**config.mk**
```make
export PLATFORM = sky130hd
export DESIGN_NAME = pipeline_hazard_ctrl
export DESIGN_NICKNAME = d
export VERILOG_FILES = /design/src/rtl/hazard_pkg.sv /design/src/rtl/hazard_match.sv /design/src/rtl/pipeline_hazard_ctrl.sv
export SDC_FILE = /design/constraint.sdc
export NUM_CORES = 1
export LEC_CHECK = 0
export BUFFER_PORTS_ARGS = -buffer_cell sky130_fd_sc_hd__buf_2
export CAP_MARGIN = 40
export CORE_MARGIN = 3
export CORE_UTILIZATION = 40
export DETAILED_ROUTE_END_ITERATION = 16
export PLACE_DENSITY_LB_ADDON = 0.1
export SLEW_MARGIN = 25
export SYNTH_ARGS = -nofsm -noshare
export SYNTH_HDL_FRONTEND = slang
export SYNTH_HIERARCHICAL = 1
export SYNTH_SLANG_ARGS = --single-unit
```
**constraint.sdc**
```tcl
create_clock -name CLK -period 2.8 [get_ports CLK]
set_input_delay 0.14 -clock CLK [delete_from_list [all_inputs] [get_ports CLK]]
set_output_delay 0.14 -clock CLK [all_outputs]
set_load 0.01 [all_outputs]
```
**src/rtl/hazard_pkg.sv**
```systemverilog
// Shared types and constants for the pipeline hazard controller.
//   mem_state_t : memory wait-state FSM encoding
//   sb_entry_t  : per-stage destination scoreboard entry
package hazard_pkg;

    // Scoreboard rd field width; covers any REG_AW up to 8.
    localparam int unsigned SB_RD_W   = 8;
    localparam int unsigned CNT_W     = 8;
    localparam int unsigned DEC_STAGE = 1;
    localparam int unsigned REG_ZERO  = 0;

    typedef enum logic {
        M_IDLE = 1'b0,
        M_WAIT = 1'b1
    } mem_state_t;

    typedef struct packed {
        logic [SB_RD_W-1:0] rd;
        logic               wr_en;
        logic               is_load;
    } sb_entry_t;

endpackage

```
**src/rtl/hazard_match.sv**
```systemverilog
// Priority encoder over the producer scoreboard for one decode source.
//   valid_i    : valid bits of producer stages 2..NUM_STAGES-1
//   sb_i       : scoreboard entries of producer stages
//   src_i      : decode source register, src_en_i : source is read
//   sel_o      : 0 = regfile, k = forward from stage 1+k (nearest match)
//   load_hit_o : nearest match is a load not yet in the last stage
module hazard_match
    import hazard_pkg::*;
#(
    parameter int unsigned NUM_STAGES = 3,
    parameter int unsigned REG_AW     = 5,
    parameter int unsigned SEL_W      = 2
) (
    input  logic [NUM_STAGES-1:2]      valid_i,
    input  sb_entry_t [NUM_STAGES-1:2] sb_i,
    input  logic [REG_AW-1:0]          src_i,
    input  logic                       src_en_i,
    output logic [SEL_W-1:0]           sel_o,
    output logic                       load_hit_o
);

    // Walk from the oldest stage to the youngest so the nearest match wins.
    always_comb begin
        sel_o      = '0;
        load_hit_o = 1'b0;
        for (int s = int'(NUM_STAGES) - 1; s >= 2; s--) begin
            if (valid_i[s] && sb_i[s].wr_en && src_en_i &&
                (sb_i[s].rd == SB_RD_W'(src_i)) &&
                (src_i != REG_AW'(REG_ZERO))) begin
                sel_o      = SEL_W'(s - 1);
                load_hit_o = sb_i[s].is_load && (s < int'(NUM_STAGES) - 1);
            end
        end
    end

endmodule

```
**src/rtl/pipeline_hazard_ctrl.sv**
```systemverilog
// Hazard and pipeline control for an N-stage RV32 pipeline.
// Stage 0 = fetch, stage 1 = decode, stage NUM_STAGES-1 = memory/writeback.
// Tracks stage valid bits and a destination scoreboard; produces forwarding
// selects, load-use bubbles, redirect flushes and memory wait-state freezes.
//   CLK, Reset                : clock, synchronous active-high reset
//   if_valid                  : fetch holds a valid instruction
//   dec_*                     : decode-stage instruction fields
//   redirect                  : taken branch/jump resolved in decode
//   mem_req / mem_ack         : last-stage memory access / completion
//   stage_en, stage_valid     : per-stage load enable / valid bit
//   pc_en, flush              : PC advance / redirect accepted
//   fwd_sel1, fwd_sel2        : forwarding selects for rs1 / rs2
//   load_stall, mem_stall     : bubble inserted / pipeline frozen
// Optional MEM_TIMEOUT_EN: adds TIMEOUT_CYC wait limit and mem_err pulse.
module pipeline_hazard_ctrl
    import hazard_pkg::*;
#(
    parameter int unsigned NUM_STAGES  = 3,
    parameter int unsigned REG_AW      = 5,
    parameter int unsigned SEL_W       = $clog2(NUM_STAGES)
`ifdef MEM_TIMEOUT_EN
    , parameter int unsigned TIMEOUT_CYC = 255
`endif
) (
    input  logic                  CLK,
    input  logic                  Reset,
    input  logic                  if_valid,
    input  logic [REG_AW-1:0]     dec_rs1,
    input  logic [REG_AW-1:0]     dec_rs2,
    input  logic                  dec_rs1_en,
    input  logic                  dec_rs2_en,
    input  logic [REG_AW-1:0]     dec_rd,
    input  logic                  dec_wr_en,
    input  logic                  dec_is_load,
    input  logic                  redirect,
    input  logic                  mem_req,
    input  logic                  mem_ack,
    output logic [NUM_STAGES-1:0] stage_en,
    output logic [NUM_STAGES-1:0] stage_valid,
    output logic                  pc_en,
    output logic                  flush,
    output logic [SEL_W-1:0]      fwd_sel1,
    output logic [SEL_W-1:0]      fwd_sel2,
    output logic                  load_stall,
    output logic                  mem_stall
`ifdef MEM_TIMEOUT_EN
    , output logic                mem_err
`endif
);

    localparam int unsigned LAST = NUM_STAGES - 1;

    logic [NUM_STAGES-1:0]      valid_q, valid_d;
    sb_entry_t [NUM_STAGES-1:2] sb_q, sb_d;
    mem_state_t                 state_q;

    logic [SEL_W-1:0] sel1_c, sel2_c;
    logic             lhit1_c, lhit2_c;
    logic             timeout_c;
    logic             mstall_c, lstall_c, flush_c;

    // Source match for rs1 and rs2.
    hazard_match #(
        .NUM_STAGES (NUM_STAGES),
        .REG_AW     (REG_AW),
        .SEL_W      (SEL_W)
    ) u_match_rs1 (
        .valid_i    (valid_q[LAST:2]),
        .sb_i       (sb_q),
        .src_i      (dec_rs1),
        .src_en_i   (dec_rs1_en),
        .sel_o      (sel1_c),
        .load_hit_o (lhit1_c)
    );

    hazard_match #(
        .NUM_STAGES (NUM_STAGES),
        .REG_AW     (REG_AW),
        .SEL_W      (SEL_W)
    ) u_match_rs2 (
        .valid_i    (valid_q[LAST:2]),
        .sb_i       (sb_q),
        .src_i      (dec_rs2),
        .src_en_i   (dec_rs2_en),
        .sel_o      (sel2_c),
        .load_hit_o (lhit2_c)
    );

`ifdef MEM_TIMEOUT_EN
    logic [CNT_W-1:0] cnt_q;

    // Wait-cycle counter: counts M_WAIT cycles, saturates, clears on exit.
    always_ff @(posedge CLK) begin
        if (Reset) begin
            cnt_q <= '0;
        end else if ((state_q == M_WAIT) && !mem_ack && !timeout_c) begin
            if (cnt_q != CNT_W'(TIMEOUT_CYC)) begin
                cnt_q <= cnt_q + CNT_W'(1);
            end
        end else begin
            cnt_q <= '0;
        end
    end

    assign timeout_c = !Reset && (state_q == M_WAIT) && !mem_ack &&
                       (cnt_q == CNT_W'(TIMEOUT_CYC));
    assign mem_err   = timeout_c;
`else
    assign timeout_c = 1'b0;
`endif

    // Stall and flush arbitration: mem_stall > load_stall > redirect.
    always_comb begin
        mstall_c = !Reset && !mem_ack && !timeout_c &&
                   (((state_q == M_IDLE) && valid_q[LAST] && mem_req) ||
                    (state_q == M_WAIT));
        lstall_c = !Reset && !mstall_c && valid_q[DEC_STAGE] &&
                   (lhit1_c || lhit2_c);
        flush_c  = !Reset && !mstall_c && !lstall_c && redirect &&
                   valid_q[DEC_STAGE];
    end

    // Control outputs; all quiet except pc_en while Reset is high.
    always_comb begin
        stage_en = '1;
        if (Reset || mstall_c) begin
            stage_en = '0;
        end else if (lstall_c) begin
            stage_en[0] = 1'b0;
            stage_en[1] = 1'b0;
        end
        pc_en       = Reset || !(mstall_c || lstall_c);
        flush       = flush_c;
        load_stall  = lstall_c;
        mem_stall   = mstall_c;
        stage_valid = Reset ? '0 : valid_q;
        fwd_sel1    = Reset ? '0 : sel1_c;
        fwd_sel2    = Reset ? '0 : sel2_c;
    end

    // Next valid bits and scoreboard; frozen entirely during mem_stall.
    always_comb begin
        valid_d = valid_q;
        sb_d    = sb_q;
        if (!mstall_c) begin
            if (!lstall_c) begin
                valid_d[0] = if_valid;
                valid_d[1] = valid_q[0] && !flush_c;
            end
            // A load-use bubble enters stage 2 as an invalid, non-writing slot.
            valid_d[2]       = valid_q[1] && !lstall_c;
            sb_d[2].rd       = SB_RD_W'(dec_rd);
            sb_d[2].wr_en    = dec_wr_en && !lstall_c;
            sb_d[2].is_load  = dec_is_load;
            for (int s = 3; s < int'(NUM_STAGES); s++) begin
                valid_d[s] = valid_q[s-1];
                sb_d[s]    = sb_q[s-1];
            end
            // A timed-out access drops the instruction in the last stage.
            if (timeout_c) begin
                valid_d[LAST] = 1'b0;
            end
        end
    end

    // Valid and scoreboard registers.
    always_ff @(posedge CLK) begin
        if (Reset) begin
            valid_q <= '0;
            sb_q    <= '0;
        end else begin
            valid_q <= valid_d;
            sb_q    <= sb_d;
        end
    end

    // Memory wait-state FSM; a same-cycle ack never enters M_WAIT.
    always_ff @(posedge CLK) begin
        if (Reset) begin
            state_q <= M_IDLE;
        end else begin
            case (state_q)
                M_IDLE: begin
                    if (valid_q[LAST] && mem_req && !mem_ack) begin
                        state_q <= M_WAIT;
                    end
                end
                M_WAIT: begin
                    if (mem_ack || timeout_c) begin
                        state_q <= M_IDLE;
                    end
                end
                default: state_q <= M_IDLE;
            endcase
        end
    end

endmodule
```
# --- Word level (Yosys, flattened, before mapping) ---
# Cells that the tools add are included.
word_totals:
  register_bits: 10
  in_bits: 25
  out_inout_bits: 14
  wordCells: 43
op_classes:
  eq_ne: 2
  mux: 10
  n_bitwise: 1
  reduce_logical: 26
op_table:
  columns: ["cell", "count"]
  rows:
  - ["1-bit logical AND", 17]
  - ["5-bit == test", 2]
  - ["5-bit nonzero test", 2]
  - ["2-bit two-way mux", 3]
  - ["1-bit two-way mux", 5]
  - ["1-bit zero test", 4]
  - ["1-bit logical OR", 3]
  - ["3-bit two-way mux", 1]
  - ["1-bit one-hot mux with 2 select lines", 1]
  - ["1-bit inverter", 1]

# --- Longest topological paths before layout ---
logic_depth:
  ltp_word: 11
  mapped_depth: 5
  depth_no_buf: 4

# --- By module ---
# The synthesis kept the hierarchy.
modules_own_cells:
  columns: ["mod", "n_inst", "cells_per_inst", "area_per_inst_um2"]
  rows:
  - ["pipeline_hazard_ctrl", 1, 58, 619.3]
  - ["hazard_match", 2, 14, 111.4]

# --- Worst setup path before layout ---
# No wires, ideal clock.
synth_timing:
  kind: "reg-to-output"
  start: "reg sb_q[4] in the netlist's numbering"
  end: "out fwd_sel1[0]"
  arrival_time_ns: 1.113
  required_ns: 2.660
  slack_ns: 1.547
  path_stages_with_launch: 5
  path_buffers: 0
  cell_sequence: "dfxtp_1 > xor2_1 > nor4_2 > o2111a_1 > nor2b_1"
synth_via:
  elab_chain_cells: 5
synth_rtl:
  columns: ["element", "line_no", "source"]
  rows:
  - ["start, declared", "pipeline_hazard_ctrl.sv:54", "sb_entry_t [NUM_STAGES-1:2] sb_q, sb_d;"]
  - ["start signal, assigned", "pipeline_hazard_ctrl.sv:170", "sb_q <= '0;"]
  - ["start signal, assigned", "pipeline_hazard_ctrl.sv:173", "sb_q <= sb_d;"]
  - ["5-bit == test", "hazard_match.sv:28", "(sb_i[s].rd == SB_RD_W'(src_i)) &&"]
  - ["1-bit logical AND", "hazard_match.sv:27", "if (valid_i[s] && sb_i[s].wr_en && src_en_i &&"]
  - ["1-bit logical AND", "hazard_match.sv:28", null]
  - ["1-bit two-way mux", "hazard_match.sv:27", null]
  - ["net sel1_c[0]", "pipeline_hazard_ctrl.sv:57", "logic [SEL_W-1:0] sel1_c, sel2_c;"]
  - ["2-bit two-way mux", "pipeline_hazard_ctrl.sv:137", "fwd_sel1 = Reset ? '0 : sel1_c;"]
  - ["end, declared", "pipeline_hazard_ctrl.sv:42", "output logic [SEL_W-1:0] fwd_sel1,"]
# The timed path passes the listed nets, and every way through them passes these cells.

# --- Worst setup path after layout ---
layout_timing:
  start: "reg sb_q[4] in the netlist's numbering"
  end: "out fwd_sel2[0]"
layout_via:
  elab_chain_cells: 5
layout_rtl:
  columns: ["element", "line_no", "source"]
  rows:
  - ["5-bit == test", "hazard_match.sv:28", null]
  - ["1-bit logical AND", "hazard_match.sv:27", null]
  - ["1-bit logical AND", "hazard_match.sv:28", null]
  - ["1-bit two-way mux", "hazard_match.sv:27", null]
  - ["net sel2_c[0]", "pipeline_hazard_ctrl.sv:57", null]
  - ["2-bit two-way mux", "pipeline_hazard_ctrl.sv:138", "fwd_sel2 = Reset ? '0 : sel2_c;"]
  - ["end, declared", "pipeline_hazard_ctrl.sv:43", "output logic [SEL_W-1:0] fwd_sel2,"]
# The timed path passes the listed nets, and every way through them passes these cells.

==> impl_metrics.toml <==
[outcome]
result_of_the_run = "completed"

[grt]
grt_use_total_pct = 13.5
antenna_found_initial = 0
grt_pass1_wl_um = 2640
maximum_number_of_pins_on_one_net_before_global_route_repair = 20
grt_pass1_vias = 639
globalRouteOverflowTotal = 0

[worst_setup_path]
worst_setup_path_start_kind = "flop"
timing.setup.critical_path_class = "flop to output port"
endpoint_kind = "output port"
required_ns = 2.66
worst_ep_arrival_time_ns = 1.51
crit_fanout = 3

[run]
drv.max_cap_violation_count = 0

[finish]
design_area_sq_um = 1000
fill_cells = 184
diodes_inserted = 0
area.growth.synth_to_final_pct = 24.9
final_nets = 146
drive_gt1_share_pct = 42.5

[power]
power.ir.vdd_worst_mv = 0.212
combinationalPowerShare_pct = 20.3
share_seq_of_total_power_pct = 43.7
clockPowerShare_pct = 36.0
power_switching_uw = 90.7
cell_internal_pwr_uw = 266
power.density_nw_per_um2 = 355
power.share.switching_pct = 25.4
power.static_leakage_nw = 0.484

[place]
detailed_place.area_sq_um = 967
detailedPlacementHpwl_um = 1240
portBuffers = 34
gp_congestion = 0.681

[clock_tree]
clkSinkCount = 10
cts.path.max_buffers = 2
cts_max_level = 1
number_of_cts_inserted_buffers = 3
cts.hold.buffers_added = 0
clock_tree.root_cell = "sky130_fd_sc_hd__clkbuf_4"
cts.clk_slew.worst_paths_ns = 0.07
number_of_setup_buffers_added_after_cts = 0
cts_repair_resize_count = 0
worst_skew_pair.late_latency_ns = 0.26
cts_tree = "built"

[synth]
yosysWarningCount = 6
mappedNetlistArea_sq_um = 803
synthesis.instances = 83
syn-mean-instance-area_sq_um = 9.68

[detailed_routing]
vias = 633
total_drc_errors_in_the_routed_layout = 0
drtAntennaViolNets = 0
route.detailed.wl_per_inst_um = 10.6
detail_route.first_pass.iterations = 4
drt-initial-drc-count = 6
wl_um = 1540
via_per_inst = 4.37

[floorplanning]
ioPinCount = 39
fp.dieW_um = 50.8
die_h_um = 50.8
floorplan.core_area_sq_um = 1800
initial_core_util_pct = 44.6
rows = 15
design.die.area_sq_um = 2580

[sta]
period_needed_ns = 1.65
max_freq_mhz = 605
tightestPinTransition_ns = 0.589
finalSetupViolations = 0
endpoints_failing_hold = 0
setup-tns-final_ns = 0
max_slew_margin_pct = 60.6
fin_crit_sh_pct = 59.0
rsz0062_at_grt = "no"
finalMaxSlewViolations = 0
fin_worst_skew_ns = 0.00429

[worst_hold_path]
timing.hold.worst.class = "input port to flop"
area by class of cell:
type	count	area, sq um	area share, %
Tap cell	25	31.3	3.12
Sequential cell	10	200	20.0
Timing Repair Buffer	34	170	17.0
Multi-Input combinational cell	69	554	55.2
Clock buffer	4	36.3	3.62
Inverter	3	11.3	1.12
power groups by stage:
| stage | combinational (mW) | clock (mW) | sequential (mW) |
|---|---|---|---|
| floorplan | 0.0517 | 0 | 0.157 |
| global placement | 0.0712 | 0 | 0.159 |
| detailed placement | 0.0727 | 0 | 0.159 |
| CTS | 0.0730 | 0.133 | 0.156 |
| global route | 0.0814 | 0.146 | 0.157 |
| finish | 0.0725 | 0.128 | 0.156 |
critical path, stage by stage (launching register included):
cell and delay (ns):
sky130_fd_sc_hd__dfxtp_1 0.34, sky130_fd_sc_hd__xor2_1 0.18, sky130_fd_sc_hd__nor4_2 0.29, sky130_fd_sc_hd__o2111a_1 0.20
sky130_fd_sc_hd__nor2b_1 0.11, sky130_fd_sc_hd__buf_2 0.13
cell usage in the layout, fill, tap and decap left out, types with 2 or more instances in the layout:
cell,n
sky130_fd_sc_hd__nor3b_1,2
sky130_fd_sc_hd__inv_1,3
sky130_fd_sc_hd__conb_1,10
sky130_fd_sc_hd__o2111a_1,2
sky130_fd_sc_hd__nor2b_1,10
sky130_fd_sc_hd__nor4_1,2
sky130_fd_sc_hd__nor4_2,2
sky130_fd_sc_hd__mux2_4,6
sky130_fd_sc_hd__buf_2,34
sky130_fd_sc_hd__nor4bb_1,2
sky130_fd_sc_hd__nor2_1,6
sky130_fd_sc_hd__dfxtp_1,10
sky130_fd_sc_hd__nor3_1,3
sky130_fd_sc_hd__xor2_1,8
sky130_fd_sc_hd__and2b_1,5
sky130_fd_sc_hd__nand2_1,2
sky130_fd_sc_hd__clkbuf_4,3
routing by layer:
| layer | track usage (%) | routed length, um | up-vias |
|---|---|---|---|
| met2 | 21.7 | 687 | 23 |
| li1 | - | - | 346 |
| met5 | 0 | 0 | - |
| met1 | 16.2 | 722 | 262 |
| met3 | 4.37 | 114 | 2 |
| met4 | 6.73 | 12 | 0 |
metrics by stage:
stage	power (mW)	hold slack (ns)	std cells	setup WS (ns)	utilization (%)
5_1_grt	0.384	0.111	145	1.03	55.7
6_report	0.357	0.126	145	1.15	55.7
3_3_place_gp	0.230	0.399	141	1.30	53.7
4_1_cts	0.362	0.121	145	1.11	55.7
3_5_place_dp	0.232	0.404	141	1.30	53.7
2_1_floorplan	0.209	0.217	90	1.55	-
state kept, by name, indices dropped and copies added (netlist names):
name,cells
sb_q,6
valid_q,3
state_q,1
final timing paths:
| check | startpoint | end | slack [ns] | depth (start not counted) |
|---|---|---|---|---|
| setup / recovery | sb_q[4]$_SDFFE_PP0N_ | fwd_sel2[0] | 1.15 | 5 |
| hold / removal | mem_ack | state_q$_SDFF_PP0_ | 0.13 | 2 |
| setup reg to reg | valid_q[2]$_SDFFE_PP0N_ | valid_q[2]$_SDFFE_PP0N_ | 1.31 | 3 |
| hold reg to reg | sb_q[1]$_SDFFE_PP0N_ | sb_q[1]$_SDFFE_PP0N_ | 0.46 | 2 |
Note: power is estimated with default switching activity, not from simulation.
